===== src/rtl/lut_pkg.sv =====
// rtl/lut_pkg.sv - shared types and constants for the programmable LUT function unit
package lut_pkg;

    typedef enum logic [1:0] {
        S_IDLE,
        S_SWEEP,
        S_DONE
    } lut_state_e;

    // Minterms 0,1,5,8,9,10,11,15 of a 4-input function; bit 0 is minterm 0.
    localparam logic [15:0] DEFAULT_TT = 16'h8F23;

    function automatic int sel_w(input int n_out);
        return (n_out > 1) ? $clog2(n_out) : 1;
    endfunction

endpackage


===== src/rtl/lut_table.sv =====
// rtl/lut_table.sv - N_OUT x 2^N_IN truth-table storage, two async read ports, one sync write port
module lut_table #(
    parameter int                      N_IN       = 4,
    parameter int                      N_OUT      = 1,
    parameter int                      SEL_W      = 1,
    parameter logic [(1 << N_IN)-1:0]  DEFAULT_TT = lut_pkg::DEFAULT_TT
) (
    input  logic             clk,
    input  logic             rst_n,
    input  logic             we_i,
    input  logic [SEL_W-1:0] wsel_i,
    input  logic [N_IN-1:0]  waddr_i,
    input  logic             wdata_i,
    input  logic [N_IN-1:0]  eval_addr_i,
    output logic [N_OUT-1:0] eval_o,
    input  logic [SEL_W-1:0] sweep_sel_i,
    input  logic [N_IN-1:0]  sweep_addr_i,
    output logic             sweep_bit_o
);

    localparam int DEPTH = 1 << N_IN;

    logic [N_OUT-1:0][DEPTH-1:0] tbl_q;

    always_ff @(posedge clk or negedge rst_n) begin
        if (!rst_n) begin
            for (int k = 0; k < N_OUT; k++) begin
                tbl_q[k] <= DEFAULT_TT;
            end
        end else if (we_i) begin
            for (int k = 0; k < N_OUT; k++) begin
                if (wsel_i == SEL_W'(k)) begin
                    tbl_q[k][waddr_i] <= wdata_i;
                end
            end
        end
    end

    always_comb begin
        eval_o = '0;
        for (int k = 0; k < N_OUT; k++) begin
            eval_o[k] = tbl_q[k][eval_addr_i];
        end
    end

    // Out-of-range selects read as 0; the top never starts a sweep on one.
    always_comb begin
        sweep_bit_o = 1'b0;
        for (int k = 0; k < N_OUT; k++) begin
            if (sweep_sel_i == SEL_W'(k)) begin
                sweep_bit_o = tbl_q[k][sweep_addr_i];
            end
        end
    end

endmodule


===== src/rtl/lut_function_unit.sv =====
// rtl/lut_function_unit.sv - runtime-loadable Boolean function unit with eval handshake and minterm sweep
module lut_function_unit #(
    parameter int                      N_IN       = 4,
    parameter int                      N_OUT      = 1,
    parameter logic [(1 << N_IN)-1:0]  DEFAULT_TT = lut_pkg::DEFAULT_TT,
    localparam int                     SEL_W      = lut_pkg::sel_w(N_OUT)
) (
    input  logic             clk,
    input  logic             rst_n,
    input  logic             cfg_we_i,
    input  logic [SEL_W-1:0] cfg_sel_i,
    input  logic [N_IN-1:0]  cfg_addr_i,
    input  logic             cfg_data_i,
    output logic             cfg_err_o,
    input  logic             in_valid_i,
    output logic             in_ready_o,
    input  logic [N_IN-1:0]  in_vec_i,
    output logic             out_valid_o,
    input  logic             out_ready_i,
    output logic [N_OUT-1:0] out_vec_o,
    input  logic             sweep_start_i,
    input  logic [SEL_W-1:0] sweep_sel_i,
    output logic             sweep_busy_o,
    output logic             sweep_done_o,
    output logic [N_IN:0]    sweep_count_o
);

    import lut_pkg::*;

    localparam int             DEPTH   = 1 << N_IN;
    // One extra bit so N_OUT itself is representable when N_OUT is a power of two.
    localparam logic [SEL_W:0] N_OUT_W = (SEL_W + 1)'(N_OUT);
    localparam logic [N_IN:0]  IDX_LAST = (N_IN + 1)'(DEPTH - 1);

    lut_state_e       state_q;
    logic [N_IN:0]    idx_q;
    logic [N_IN:0]    acc_q;
    logic [N_IN:0]    acc_d;
    logic [SEL_W-1:0] sel_q;
    logic             out_valid_q;
    logic [N_OUT-1:0] out_vec_q;
    logic             cfg_err_q;
    logic             sweep_busy_q;
    logic             sweep_done_q;
    logic [N_IN:0]    sweep_count_q;

    logic             idle;
    logic             accept;
    logic             cfg_wr_ok;
    logic             start_ok;
    logic [N_OUT-1:0] eval_bits;
    logic             sweep_bit;

    assign idle       = (state_q == S_IDLE);
    assign in_ready_o = idle && (!out_valid_q || out_ready_i);
    assign accept     = in_valid_i && in_ready_o;
    assign cfg_wr_ok  = cfg_we_i && idle && ({1'b0, cfg_sel_i} < N_OUT_W);
    assign start_ok   = idle && sweep_start_i && !out_valid_q && ({1'b0, sweep_sel_i} < N_OUT_W);
    assign acc_d      = acc_q + {{N_IN{1'b0}}, sweep_bit};

    lut_table #(
        .N_IN       (N_IN),
        .N_OUT      (N_OUT),
        .SEL_W      (SEL_W),
        .DEFAULT_TT (DEFAULT_TT)
    ) u_table (
        .clk          (clk),
        .rst_n        (rst_n),
        .we_i         (cfg_wr_ok),
        .wsel_i       (cfg_sel_i),
        .waddr_i      (cfg_addr_i),
        .wdata_i      (cfg_data_i),
        .eval_addr_i  (in_vec_i),
        .eval_o       (eval_bits),
        .sweep_sel_i  (sel_q),
        .sweep_addr_i (idx_q[N_IN-1:0]),
        .sweep_bit_o  (sweep_bit)
    );

    // Result register: eval reads the table before any same-edge write lands.
    always_ff @(posedge clk or negedge rst_n) begin
        if (!rst_n) begin
            out_valid_q <= 1'b0;
            out_vec_q   <= '0;
            cfg_err_q   <= 1'b0;
        end else begin
            cfg_err_q <= cfg_we_i && !cfg_wr_ok;
            if (accept) begin
                out_vec_q   <= eval_bits;
                out_valid_q <= 1'b1;
            end else if (out_ready_i) begin
                out_valid_q <= 1'b0;
            end
        end
    end

    always_ff @(posedge clk or negedge rst_n) begin
        if (!rst_n) begin
            state_q       <= S_IDLE;
            idx_q         <= '0;
            acc_q         <= '0;
            sel_q         <= '0;
            sweep_busy_q  <= 1'b0;
            sweep_done_q  <= 1'b0;
            sweep_count_q <= '0;
        end else begin
            sweep_done_q <= 1'b0;
            case (state_q)
                S_IDLE: begin
                    if (start_ok) begin
                        state_q      <= S_SWEEP;
                        idx_q        <= '0;
                        acc_q        <= '0;
                        sel_q        <= sweep_sel_i;
                        sweep_busy_q <= 1'b1;
                    end
                end
                S_SWEEP: begin
                    acc_q <= acc_d;
                    idx_q <= idx_q + 1'b1;
                    if (idx_q == IDX_LAST) begin
                        state_q       <= S_DONE;
                        sweep_busy_q  <= 1'b0;
                        sweep_done_q  <= 1'b1;
                        sweep_count_q <= acc_d;
                    end
                end
                S_DONE: begin
                    state_q <= S_IDLE;
                end
                default: begin
                    state_q <= S_IDLE;
                end
            endcase
        end
    end

    assign out_valid_o   = out_valid_q;
    assign out_vec_o     = out_vec_q;
    assign cfg_err_o     = cfg_err_q;
    assign sweep_busy_o  = sweep_busy_q;
    assign sweep_done_o  = sweep_done_q;
    assign sweep_count_o = sweep_count_q;

endmodule


===== config.mk =====
export PLATFORM = sky130hd
export DESIGN_NAME = lut_function_unit
export DESIGN_NICKNAME = d
export VERILOG_FILES = /design/src/rtl/lut_pkg.sv /design/src/rtl/lut_table.sv /design/src/rtl/lut_function_unit.sv
export SDC_FILE = /design/constraint.sdc
export NUM_CORES = 1
export LEC_CHECK = 0
export BUFFER_PORTS_ARGS = -buffer_cell sky130_fd_sc_hd__buf_2
export CAP_MARGIN = 10
export CORE_MARGIN = 1
export CORE_UTILIZATION = 40
export CTS_CLUSTER_DIAMETER = 50
export DETAILED_ROUTE_END_ITERATION = 8
export MAX_ROUTING_LAYER = met4
export PLACE_DENSITY = 0.58
export SLEW_MARGIN = 30
export SYNTH_ARGS = -nofsm -noshare
export SYNTH_HDL_FRONTEND = slang
export SYNTH_HIERARCHICAL = 1
export SYNTH_SLANG_ARGS = --single-unit

===== constraint.sdc =====
create_clock -name clk -period 6.2 [get_ports clk]
set_input_delay 0 -clock clk [delete_from_list [all_inputs] [get_ports clk]]
set_output_delay 0 -clock clk [all_outputs]
set_load 0.02 [all_outputs]

==> insert_results.sql <==
INSERT INTO impl_metrics (metric_group, metric, value, unit) VALUES
('timing', 'setup_slack', '3.741', 'ns'),
('place', 'place.detailed.hpwl', '3.024', 'mm'),
('synthesis', 'synthesis.instances', '163', ''),
('place', 'gp_congestion', '0.8749', ''),
('critical_path', 'crit_type', 'register to register', ''),
('layout', 'post_route_cells_drive_above_1_share', '36.87', '%'),
('synthesis', 'postSynth.asyncResetShare', '100.0', '%'),
('power', 'design_power', '0.8691', 'mW'),
('layout', 'filler_cell_count', '433', ''),
('critical_path', 'data_required_time_at_the_worst_endpoint', '6.36', 'ns'),
('route', 'route.vias.total', '1429', ''),
('floorplanning', 'dieArea', '0.005330', 'mm^2'),
('place', 'io_buffers', '27', ''),
('cts', 'ctsRootBufferMaster', 'sky130_fd_sc_hd__clkbuf_8', ''),
('grt', 'number_of_global_route_vias_before_repair', '1446', ''),
('synthesis', 'synthDistinctLibCells', '41', ''),
('synthesis', 'syn-cell-area', '0.002017', 'mm^2'),
('cts', 'cts_htree_levels', '2', ''),
('layout', 'register_area', '985.9', 'um^2'),
('cts', 'clk_sink_count', '39', ''),
('timing', 'fin_tns_setup', '0', 'ns'),
('cts', 'clkTransAtPathRegs', '0.08', 'ns'),
('cts', 'cts_made_buffers', '5', ''),
('timing', 'timing.clock.skew', '0.009902', 'ns'),
('route', 'route.detailed.wl_per_inst', '15.78', 'um'),
('synthesis', 'seq_area_frac_synth', '48.88', '%'),
('run_status', 'outcome', 'finished clean', ''),
('power', 'powerDensity', '368.5', 'mW/mm^2'),
('critical_path', 'crit_chain', 'mux4_2 > o22ai_1 > a311o_1 > a21oi_1 > ha_1 > ha_1 > nand3_1 > xor2_1 > o22ai_1', ''),
('cts', 'worstSkewPairLatency', '0.29', 'ns'),
('route', 'first_iter_violations', '55', ''),
('timing', 'hold_violations', '0', ''),
('floorplanning', 'floorplan.initialDensity', '42.14', '%'),
('timing', 'hold_ws', '0.01447', 'ns'),
('synthesis', 'netlist.top_cell.by_area', 'sky130_fd_sc_hd__dfrtp_1', ''),
('route', 'drtAntennaViolNets', '0', ''),
('critical_path', 'crit_path_max_fanout', '9', ''),
('timing', 'fin_crit', '2.459', 'ns'),
('grt', 'global_route_wire_length_before_repair', '6.948', 'mm'),
('critical_path', 'critical_path_capture_point_type', 'register', ''),
('route', 'detail_route.vias_per_cell', '5.392', ''),
('route', 'routed_wirelength', '4.182', 'mm'),
('route', 'firstDrtPassIters', '4', ''),
('floorplanning', 'number_of_placement_rows', '25', ''),
('route', 'wl_met3', '173', 'um'),
('grt', 'global_route.overflow_total', '0', ''),
('floorplanning', 'chipHeight', '73.01', 'um'),
('critical_path', 'start_kind', 'register', ''),
('cts', 'post_cts.repair.setup_buffers', '0', ''),
('timing', 'timing.final.setup_violations', '0', ''),
('critical_path', 'crit_start', 'idx_q[0]$_DFFE_PN0P_', ''),
('floorplanning', 'die_width', '73.01', 'um'),
('critical_path', 'critical-path-max-stage-delay', '0.60', 'ns'),
('grt', 'grt_start_max_net_pins', '40', ''),
('route', 'drc', '0', ''),
('timing', 'max_freq', '0.4066', 'GHz'),
('place', 'placement.cell_area', '0.002220', 'mm^2'),
('critical_path', 'crit_arrival', '2.62', 'ns'),
('cts', 'cts_tree', 'built', ''),
('floorplanning', 'io_pins', '28', ''),
('synthesis', 'ys.warnings.count', '6', ''),
('power', 'power.static_leakage', '1.092', 'nW'),
('timing', 'grt_setup_unrepaired', 'no', ''),
('timing', 'final.period_utilization', '39.66', '%'),
('route', 'detailroute.wirelength.met2', '2.048', 'mm'),
('synthesis', 'synth_area_per_cell', '12.37', 'um^2'),
('layout', 'fin_area', '0.002359', 'mm^2'),
('power', 'ir_worst_vdd', '150.4', 'uV'),
('layout', 'antenna_cells', '0', ''),
('route', 'detail_route.wirelength.met1', '1.926', 'mm'),
('layout', 'layout_area_growth_over_synthesis', '16.94', '%');
[power breakdown]
part	internal (mW)	leakage, nW	switching [mW]
clock network	0.120	0.0524	0.0844
logic	0.144	0.558	0.139
registers	0.314	0.481	0.0671
total	0.578	1.09	0.291
[cells by family (layout without fill, tap and decap cells)]
group / Yosys count / in the layout / synth area share, %
XOR/XNOR: 3 / 3 / 1.303
multiplexers: 32 / 32 / 22.52
AO/OA/AOI/OAI: 21 / 21 / 8.003
AND/OR/NAND/NOR: 57 / 57 / 15.26
flip-flops: 39 / 39 / 48.88
buffers and inverters: 7 / 42 / 1.550
adder cells (fa/ha/maj): 4 / 4 / 2.481
[layout make-up]
class | instances | area share (%)
inverters | 4 | 0.6366
clock inverters | 1 | 1.273
multi-input cells | 117 | 42.39
well taps | 67 | 3.554
flip-flops and latches | 39 | 41.80
repair buffers | 30 | 7.109
clock buffers | 7 | 3.236
[cells in the mapped netlist (2+ instances only)]
cell and count:
sky130_fd_sc_hd__a21oi_1 2, sky130_fd_sc_hd__a22o_1 2, sky130_fd_sc_hd__a22o_2 3, sky130_fd_sc_hd__and2_1 2, sky130_fd_sc_hd__and4bb_2 2, sky130_fd_sc_hd__dfrtp_1 31
sky130_fd_sc_hd__dfstp_2 8, sky130_fd_sc_hd__ha_1 4, sky130_fd_sc_hd__inv_1 4, sky130_fd_sc_hd__mux2_2 21, sky130_fd_sc_hd__mux2i_1 3, sky130_fd_sc_hd__mux4_1 4
sky130_fd_sc_hd__mux4_2 3, sky130_fd_sc_hd__nand2_1 18, sky130_fd_sc_hd__nand2b_1 3, sky130_fd_sc_hd__nand3_1 10, sky130_fd_sc_hd__nor2_1 6, sky130_fd_sc_hd__nor2b_1 7
sky130_fd_sc_hd__o21ai_0 3, sky130_fd_sc_hd__o22ai_1 4, sky130_fd_sc_hd__xor2_1 3
[cell usage in the layout (no fill, tap or decap), drive strengths merged, types with 2 or more instances in the layout]
cell type    Yosys  final
nand2           18     18
nand3           10     10
ha               4      4
xor2             3      3
dfrtp           31     31
clkbuf           1      7
nor2             6      6
a22o             5      5
inv              4      4
dlygate4sd3      0      3
and4bb           2      2
dfstp            8      8
o21ai            3      3
nand2b           3      3
a21oi            2      2
buf              2     27
and2             2      2
mux2            22     22
nor2b            7      7
mux4             7      7
o22ai            4      4
mux2i            3      3
[routing by layer]
metal / global-route usage (%) / up-vias
met5: - / -
met4: 5.664 / 0
met3: 4.696 / 4
met2: 28.19 / 31
met1: 22.78 / 726
li1: - / 668
[critical path: cells and delay by family, from the launching register on]
kind / cells / cell delay [ns]
flip-flops: 1 / 0.60
multiplexers: 1 / 0.55
AO/OA/AOI/OAI: 4 / 0.46
adder cells (fa/ha/maj): 2 / 0.42
XOR/XNOR: 1 / 0.18
AND/OR/NAND/NOR: 1 / 0.10
[final timing paths]
path / to / slack (ns) / cells past startpoint
min reg2reg: sweep_count_o[3]$_DFFE_PN0P_ / 0.49 / 2
max in group asynchronous: u_table/tbl_q[10]$_DFFE_PN1P_ / 5.60 / 2
min in group asynchronous: state_q[1]$_DFFE_PN0P_ / 0.22 / 2
max reg2reg: acc_q[4]$_DFFE_PN0P_ / 3.74 / 9
max: acc_q[4]$_DFFE_PN0P_ / 3.74 / 9
min: out_valid_o$_DFFE_PN0P_ / 0.01 / 3
[flip-flops by register name, summed over array words and instances, names as in the netlist]
register	cells
acc_q	5
cfg_err_o	1
idx_q	5
out_valid_o	1
out_vec_o	1
sel_q	1
state_q	2
sweep_busy_o	1
sweep_count_o	5
sweep_done_o	1
u_table/tbl_q	16
[timing repair]
item / CTS / global route
hold buffers: 3 / 0
endpoints found under the hold margin: 33 / 0
resized for setup: 0 / 0
setup endpoints to repair: 0 / 0
[per-stage QoR]
step | util [%] | std cells
finish | 49.28 | 265
detailed placement | 46.38 | 254
global placement | 46.38 | 254
floorplan | - | 163
CTS | 49.23 | 265
global route | 49.28 | 265
Power figures use the tool's default switching activity.
